### src/rtl/fwd_hazard_unit.sv
// Forwarding and load-use hazard control for a 5-stage pipeline.
//
// Keeps a shadow copy of the EX, MEM and WB destination/valid state.
// From that state it drives the EX operand-mux selects and the
// load-use stall and bubble controls.
//
// Ports:
//   clk, rst_n            clock, async active-low reset
//   id_*                  decoded fields of the instruction in ID
//   flush                 taken branch/jump; kills the ID instruction
//   fwd_a_sel, fwd_b_sel  EX operand mux selects (00 RF, 01 EX/MEM, 10 MEM/WB)
//   stall                 load-use stall this cycle
//   pc_write_en           PC write enable (~stall)
//   ifid_write_en         IF/ID write enable (~stall)
//   idex_bubble           load a NOP into ID/EX (stall | flush)
//   stall_count           saturating count of stall cycles since reset
module fwd_hazard_unit #(
    parameter int unsigned REG_W = 5,
    parameter int unsigned CNT_W = 16
) (
    input  logic             clk,
    input  logic             rst_n,
    input  logic             id_valid,
    input  logic [REG_W-1:0] id_rs,
    input  logic [REG_W-1:0] id_rt,
    input  logic             id_uses_rt,
    input  logic [REG_W-1:0] id_rd,
    input  logic             id_reg_write,
    input  logic             id_mem_read,
    input  logic             flush,
    output logic [1:0]       fwd_a_sel,
    output logic [1:0]       fwd_b_sel,
    output logic             stall,
    output logic             pc_write_en,
    output logic             ifid_write_en,
    output logic             idex_bubble,
    output logic [CNT_W-1:0] stall_count
);

    typedef enum logic [0:0] {StRun, StStall} state_e;

    state_e state_q, state_d;

    logic             ex_valid_q, ex_uses_rt_q, ex_reg_write_q, ex_mem_read_q;
    logic [REG_W-1:0] ex_rs_q, ex_rt_q, ex_rd_q;
    logic             mem_valid_q, mem_reg_write_q;
    logic [REG_W-1:0] mem_rd_q;
    logic             wb_valid_q, wb_reg_write_q;
    logic [REG_W-1:0] wb_rd_q;
    logic [CNT_W-1:0] stall_count_q;

    logic mem_wr, wb_wr;
    logic hz;

    // A producer only counts if it really writes a non-zero register.
    assign mem_wr = mem_valid_q & mem_reg_write_q & (mem_rd_q != '0);
    assign wb_wr  = wb_valid_q & wb_reg_write_q & (wb_rd_q != '0);

    always_comb begin
        fwd_a_sel = 2'b00;
        if (ex_valid_q && mem_wr && (mem_rd_q == ex_rs_q)) begin
            fwd_a_sel = 2'b01;
        end else if (wb_wr && (wb_rd_q == ex_rs_q)) begin
            fwd_a_sel = 2'b10;
        end
    end

    always_comb begin
        fwd_b_sel = 2'b00;
        if (ex_uses_rt_q) begin
            if (ex_valid_q && mem_wr && (mem_rd_q == ex_rt_q)) begin
                fwd_b_sel = 2'b01;
            end else if (wb_wr && (wb_rd_q == ex_rt_q)) begin
                fwd_b_sel = 2'b10;
            end
        end
    end

    assign hz = id_valid & ex_valid_q & ex_mem_read_q & (ex_rd_q != '0) &
                ((ex_rd_q == id_rs) | (id_uses_rt & (ex_rd_q == id_rt)));

    // STALL lasts exactly one cycle: by then the load has moved to MEM and
    // the consumer picks its value up from WB.
    always_comb begin
        state_d = state_q;
        stall   = 1'b0;
        unique case (state_q)
            StRun: begin
                stall = hz & ~flush;
                if (stall) begin
                    state_d = StStall;
                end
            end
            StStall: state_d = StRun;
            default: state_d = StRun;
        endcase
    end

    assign pc_write_en   = ~stall;
    assign ifid_write_en = ~stall;
    assign idex_bubble   = stall | flush;
    assign stall_count   = stall_count_q;

    always_ff @(posedge clk or negedge rst_n) begin
        if (!rst_n) begin
            state_q         <= StRun;
            ex_valid_q      <= 1'b0;
            ex_rs_q         <= '0;
            ex_rt_q         <= '0;
            ex_uses_rt_q    <= 1'b0;
            ex_rd_q         <= '0;
            ex_reg_write_q  <= 1'b0;
            ex_mem_read_q   <= 1'b0;
            mem_valid_q     <= 1'b0;
            mem_rd_q        <= '0;
            mem_reg_write_q <= 1'b0;
            wb_valid_q      <= 1'b0;
            wb_rd_q         <= '0;
            wb_reg_write_q  <= 1'b0;
            stall_count_q   <= '0;
        end else begin
            state_q         <= state_d;
            ex_valid_q      <= id_valid & ~stall & ~flush;
            ex_rs_q         <= id_rs;
            ex_rt_q         <= id_rt;
            ex_uses_rt_q    <= id_uses_rt;
            ex_rd_q         <= id_rd;
            ex_reg_write_q  <= id_reg_write;
            ex_mem_read_q   <= id_mem_read;
            mem_valid_q     <= ex_valid_q;
            mem_rd_q        <= ex_rd_q;
            mem_reg_write_q <= ex_reg_write_q;
            wb_valid_q      <= mem_valid_q;
            wb_rd_q         <= mem_rd_q;
            wb_reg_write_q  <= mem_reg_write_q;
            if (stall && (stall_count_q != '1)) begin
                stall_count_q <= stall_count_q + CNT_W'(1);
            end
        end
    end

endmodule

### config.mk
export PLATFORM = sky130hd
export DESIGN_NAME = fwd_hazard_unit
export DESIGN_NICKNAME = d
export VERILOG_FILES = /design/src/rtl/fwd_hazard_unit.sv
export SDC_FILE = /design/constraint.sdc
export NUM_CORES = 1
export LEC_CHECK = 0
export ABC_AREA = 1
export CAP_MARGIN = 40
export CELL_PAD_IN_SITES_DETAIL_PLACEMENT = 1
export CELL_PAD_IN_SITES_GLOBAL_PLACEMENT = 1
export CORE_ASPECT_RATIO = 0.8
export CORE_MARGIN = 5
export CORE_UTILIZATION = 50
export DETAILED_ROUTE_END_ITERATION = 12
export DONT_BUFFER_PORTS = 1
export PLACE_DENSITY = 0.87
export SYNTH_ARGS = -nofsm -noshare
export SYNTH_HDL_FRONTEND = slang
export SYNTH_SLANG_ARGS = --single-unit
### constraint.sdc
create_clock -name clk -period 3.2 [get_ports clk]
set_input_delay 0.48 -clock clk [delete_from_list [all_inputs] [get_ports clk]]
set_output_delay 0.48 -clock clk [all_outputs]
set_load 0.02 [all_outputs]
==> metrics.md <==
| Metric | Value |
|---|---|
| Vias per cell | approximately 5.4 |
| Power per cell area | between 400 and 500 mW/mm2 |
| Startpoint types | flop |
| Fmax | around 440 MHz |
| R2r startpoint | stall_count[0]$_DFFE_PN0P_ |
| Post-detailed-placement half-perimeter wirelength | 4340 um |
| Area grow syn2layout | 8.24% |
| Setup Slack @ Placement | between 1 and 1.5 ns |
| Sequential power share | around three fifths |
| Post-Route WL | a little under 6000 um |
| Routed vias | around 1700 |
| GR Overflow Total | 0 |
| Max Cap Violations | 0 |
| Share of cells above drive strength 1 | 15.4% |
| Mapped cell area | between 0.002 and 0.0025 mm2 |
| Yosys cell types | 26 |
| Root Driver | clkbuf_8 |
| Net count after synthesis | 280 |
| N_diodes | 0 |
| Kind of critical path | reg -> out |
| Clk_skew | 0.00690 ns |
| Sw Pwr | between 200 and 300 uW |
| Final #Nets | around 290 |
| Drt pass-1 iters | 5 |
| Combinational share of power | 7.0% |
| First-pass GRT wire length | slightly below 10000 um |
| Drc violations | 0 |
| Most frequent cells in the layout | nand2_1, dfrtp_1, inv_1 |
| Final Worst Setup Slack | 0.942 ns |
| PortBufs | 0 |
| Relative slew slack | 68.8% |
| Seq/Total Area, Yosys | 53.1% |
| Row count | 22 |
| Critical path origin | ex_rd_q[2]$_DFF_PN0_ |
| Starting DRC count in detailed routing | 60 |
| Top cells by area, synth | dfrtp_1, nand2_1, xnor2_1, inv_1, xor2_1 |
| Die area | between 0.006 and 0.007 mm2 |
| Worst reg2reg setup slack | 1.13 ns |
| Wire per inst | roughly 18 um |
| Outcome | finished, final reports clean |
| Largest fanout on the critical path | 6 |
| Switching share of total power | about a quarter |
| Die Wd | a little under 90 um |
| Setup TNS Final | 0 ns |
| Int Pwr | between 800 and 900 uW |
| Min-Delay Path Class | in -> async |
| Clock Sinks | 50 |
| RSZ-0062 raised after global routing | no |
| Reg-to-reg endpoint | stall_count[4]$_DFFE_PN0P_ |
| Die H | slightly above 70 um |
| Worst-Margin Slew | 0.469 ns |
| Commonest non-fill, non-tap cell in the layout | nand2_1 |
| Req. time, crit path | approximately 2.7 ns |
| Ys Warns | 0 |
| Largest net degree at the start of global routing | 51 |
| Io pins | 46 |
| Vias in the first global route | ~2000 |
| Crit share post-route | 70.6% |
| Hold slack | 0.0194 ns |
| Gpl congestion | around 0.8 |
| Clock buffer depth | 2 |
| GRT Util Overall | ~20% |
| Sequential cell area | 0.00125 mm2 |
| Area occupied by multi-input gates | 942 um2 |
| Area share of the leading cell type in the synthesized netlist | 53.1% |
| CTS tree | built |
| Clk_lat worst skew | 0.31 ns |
| Worst Setup End Kind | primary output |
| Crit path to | idex_bubble |
| Final setup viols | 0 |
| Min Clock Period, post-route | 2.26 ns |
| Post-synth top area cell | dfrtp_1 |
| R2R depth | 8 |
| Syn Area/Cell | approximately 9.2 um2 |
| Antenna violations before repair | 0 |
| Clock transition at path regs | 0.10 ns |
| Register bit count reported by yosys | 50 |
| TritonCTS buffer count | 5 |
| Starting Density | approximately half |
| Pins Over Slew Limit | 0 |
| DRT antenna net count | 0 |
| Core Area | approximately 0.0046 mm2 |
| Setup Buffers After CTS | 0 |
| Fin. Hold Viols | 0 |
| Worst VDD drop | around 0.22 mV |
| Leak | between 0.001 and 0.0015 uW |
| CTS H-tree depth | 2 |
| Fraction of power consumed by the clock network | about 34% |
| Worst endpoint data arrival time | roughly 1.8 ns |
| Final-layout fill cell count | 552 |
| Post-Syn Instances | about 260 |
state kept, by name, summed over array words and instances, names as in the netlist:
name and count:
ex_rt_q 5, wb_rd_q 5, ex_rd_q 5, ex_reg_write_q 1, ex_uses_rt_q 1, wb_valid_q 1, mem_rd_q 5, state_q 1
mem_valid_q 1, stall_count 16, wb_reg_write_q 1, mem_reg_write_q 1, ex_rs_q 5, ex_valid_q 1, ex_mem_read_q 1
worst max-delay path: stages (launching register included):
cell     delay [ns]
dfrtp_1        0.43
inv_1          0.11
nand3_1        0.09
nor3_1         0.31
nor2_4         0.12
nand2_4        0.20
nand2_1        0.21
worst min path at each step:
stage               start                          end  slack [ns]  cells past startpoint
CTS                 rst_n  stall_count[11]$_DFFE_PN0P_        0.03                      1
global placement    rst_n         ex_rd_q[4]$_DFF_PN0_        0.19                      0
detailed placement  rst_n         ex_rd_q[4]$_DFF_PN0_        0.19                      0
finish              rst_n  stall_count[11]$_DFFE_PN0P_        0.02                      1
global route        rst_n         ex_rd_q[2]$_DFF_PN0_        0.03                      1
floorplan           rst_n      ex_mem_read_q$_DFF_PN0_        0.18                      0
cell usage after synthesis:
master    count
nor2_4        2
nand3_2       4
buf_4         1
inv_2         5
nor4_1        3
o22ai_1       1
nor2_1       14
a31oi_1       1
nor2_2       11
a21oi_1       5
nand2_2       1
nand2_1      67
nand3_1       9
inv_1        33
buf_6         1
nand2_4       2
xor2_1        8
dfrtp_1      50
nand3b_1      2
nand4_1       8
o211ai_1      1
xnor2_1      17
nor3_1        5
o21ai_2       4
ha_1          1
nand4_2       1
routing by layer:
layer	wire [um]	GRT usage [%]	up-vias	share of wire (%)
met2	2880	33.8	44	49
met1	2620	25.8	876	44
li1	-	-	818	-
met4	80	6.75	0	1.4
met5	0	0	-	0
met3	331	5.86	9	5.6
cell families after synthesis:
| kind of cell | after synthesis | synth area share (%) |
|---|---|---|
| compound gates | 12 | 3.40 |
| xor+xnor | 25 | 9.30 |
| fa+ha+maj | 1 | 0.531 |
| buf+inv | 40 | 6.85 |
| flops | 50 | 53.1 |
| simple gates | 129 | 26.8 |
timing repair:
item	4_1_cts	5_1_grt
setup endpoints to repair	0	0
endpoints found under the hold margin	50	0
hold buffers	1	0
resized for setup	0	0
metrics by stage:
step	area [um2]	total power (uW)	utilization (%)	instances
6_report	2550	1160	55.8	326
5_1_grt	2550	1200	55.8	326
4_1_cts	2550	1160	55.8	326
3_5_place_dp	2430	761	53.1	317
3_3_place_gp	2430	754	53.1	317
2_1_floorplan	2350	740	-	257
layout make-up:
type,instances,area share (%)
Sequential cell,50,49.1
Inverter,38,5.60
Clock inverter,2,0.491
Tap cell,60,2.95
Timing Repair Buffer,3,1.67
Multi-Input combinational cell,167,37.0
Clock buffer,6,3.24
power groups by stage:
stage	logic (uW)	clock network, uW	registers, uW
3_3_place_gp	60.0	0	694
4_1_cts	81.8	399	684
6_report	80.8	395	683
3_5_place_dp	64.7	0	696
5_1_grt	91.0	422	687
2_1_floorplan	52.5	0	688
(Power assumes the default switching activity.)
==> edit, RTL diff (same flow settings) <==
Take the reset off `mem_rd_q` and load it in a clocked block of its own.
--- a/src/rtl/fwd_hazard_unit.sv
+++ b/src/rtl/fwd_hazard_unit.sv
@@ -112,7 +112,6 @@
             ex_reg_write_q  <= 1'b0;
             ex_mem_read_q   <= 1'b0;
             mem_valid_q     <= 1'b0;
-            mem_rd_q        <= '0;
             mem_reg_write_q <= 1'b0;
             wb_valid_q      <= 1'b0;
             wb_rd_q         <= '0;
@@ -128,7 +127,6 @@
             ex_reg_write_q  <= id_reg_write;
             ex_mem_read_q   <= id_mem_read;
             mem_valid_q     <= ex_valid_q;
-            mem_rd_q        <= ex_rd_q;
             mem_reg_write_q <= ex_reg_write_q;
             wb_valid_q      <= mem_valid_q;
             wb_rd_q         <= mem_rd_q;
@@ -139,5 +137,9 @@
         end
     end
 
+    always_ff @(posedge clk) begin
+        mem_rd_q <= ex_rd_q;
+    end
+
 endmodule
 
Formal check against the unedited RTL: no difference found for any inputs over 10 cycles, from zero or initial values and one cycle with rst_n low; that may be too few to reach the edited logic, so the function may still have changed.
==> edit against the original RTL <==
  * Area after synthesis is 1.1% lower
  * Maximum frequency decreased by 0.96%
  * Sequential cell count stayed put
  * Sequential share of layout area down 0.53 points
  * Wire length decreased by 5.2%
  * Critical path type unchanged
  * Worst setup slack got worse by 0.022 ns
  * Hold slack gained 0.16 ns
  * Highest routed layer unchanged
  * Power is 2.7% lower
  * Design area decreased by 0.93%
  * Die area is 0.93% lower
  * Non-clock buffer count up 1
  * Cell count rose by 0.31%
==> edit: results (changes against the original RTL) <==
- Leakage: 1.24 nW (-1.1%)
- Synth Area per Inst: 9.07 µm² (-1.1%)
- PnR Total Power: 1.13 mW (-2.7%)
- Data arrival, critical path: 1.80 ns (+0.02 ns)
- Seq pwr: 0.681 mW (about the same)
- Met2 Use GR: 0.323 (-0.0145)
- Asr flop ratio synth: 0.900 (-0.100)
- DPL Wire Length: 4220 µm (-2.6%)
- DP Area: 2400 µm² (-1.0%)
- Status: completed
- Vias: 1722 (-1.4%)
- Met3 GRT Util: 0.0687 (+0.0101)
- Met1 wire length: 2510 µm (-3.9%)
- DR vias/cell: 5.27 (-1.7%)
- Synth Area in Compound Gates: 0.0344 (+0.000365)
- Peak VDD IR: 0.225 mV (+2.7%)
- Hold WS: 0.184 ns (+0.164 ns)
- Layout cells sized above 1: 0.150 (-0.00432)
- Pre-antenna DRT Iters: 4 (-1)
- Setup slack, reg-to-reg: 1.20 ns (+0.07 ns)
- Leading post-synthesis cells by cell area: dfrtp_1 (48%), nand2_1 (11%), xnor2_1 (6.4%)
- Sequential area share after synthesis: 0.526 (-0.00503)
- Clk_skew: 0.0118 ns (+0.00485 ns)
- WL final: 5600 µm (-5.2%)
- Gpl congestion: 0.808 (+0.86%)
- Vias in the first global route: 1872 (-4.9%)
- Hold crit path type: in -> reg
- Adder-Cell Fraction of Synth Area: 0.00537 (+0.0000571)
- Clk pwr share: 0.326 (-0.015)
## edit: cell types whose count changed in the layout (fill, tap and decap cells not counted), sizes merged
cell         unedited run  this run
clkinvlp                1         0
dfrtp                  50        45
dfxtp                   0         5
inv                    38        39
dlygate4sd3             0         1
## edit: worst max-delay path by stage
stage | start | endpoint | slack [ns] | depth (start not counted)
final | mem_rd_q[4] | fwd_a_sel[1] | 0.92 | 6
after global placement | flush | idex_bubble | 1.32 | 7
after global routing | mem_rd_q[4] | fwd_a_sel[1] | 0.78 | 6
after detailed placement | stall_count[0] | stall_count[4] | 1.20 | 8
after CTS | mem_rd_q[4] | fwd_a_sel[1] | 0.89 | 6
after floorplan | ex_rs_q[2] | fwd_a_sel[1] | 1.10 | 4
## edit: layout make-up
cell class | instances | area share
Timing Repair Buffer | 4 | 0.0208
Clock inverter | 2 | 0.00545
Tap cell | 60 | 0.0297
Sequential cell | 50 | 0.486
Multi-Input combinational cell | 167 | 0.373
Inverter | 38 | 0.0565
Clock buffer | 6 | 0.0287
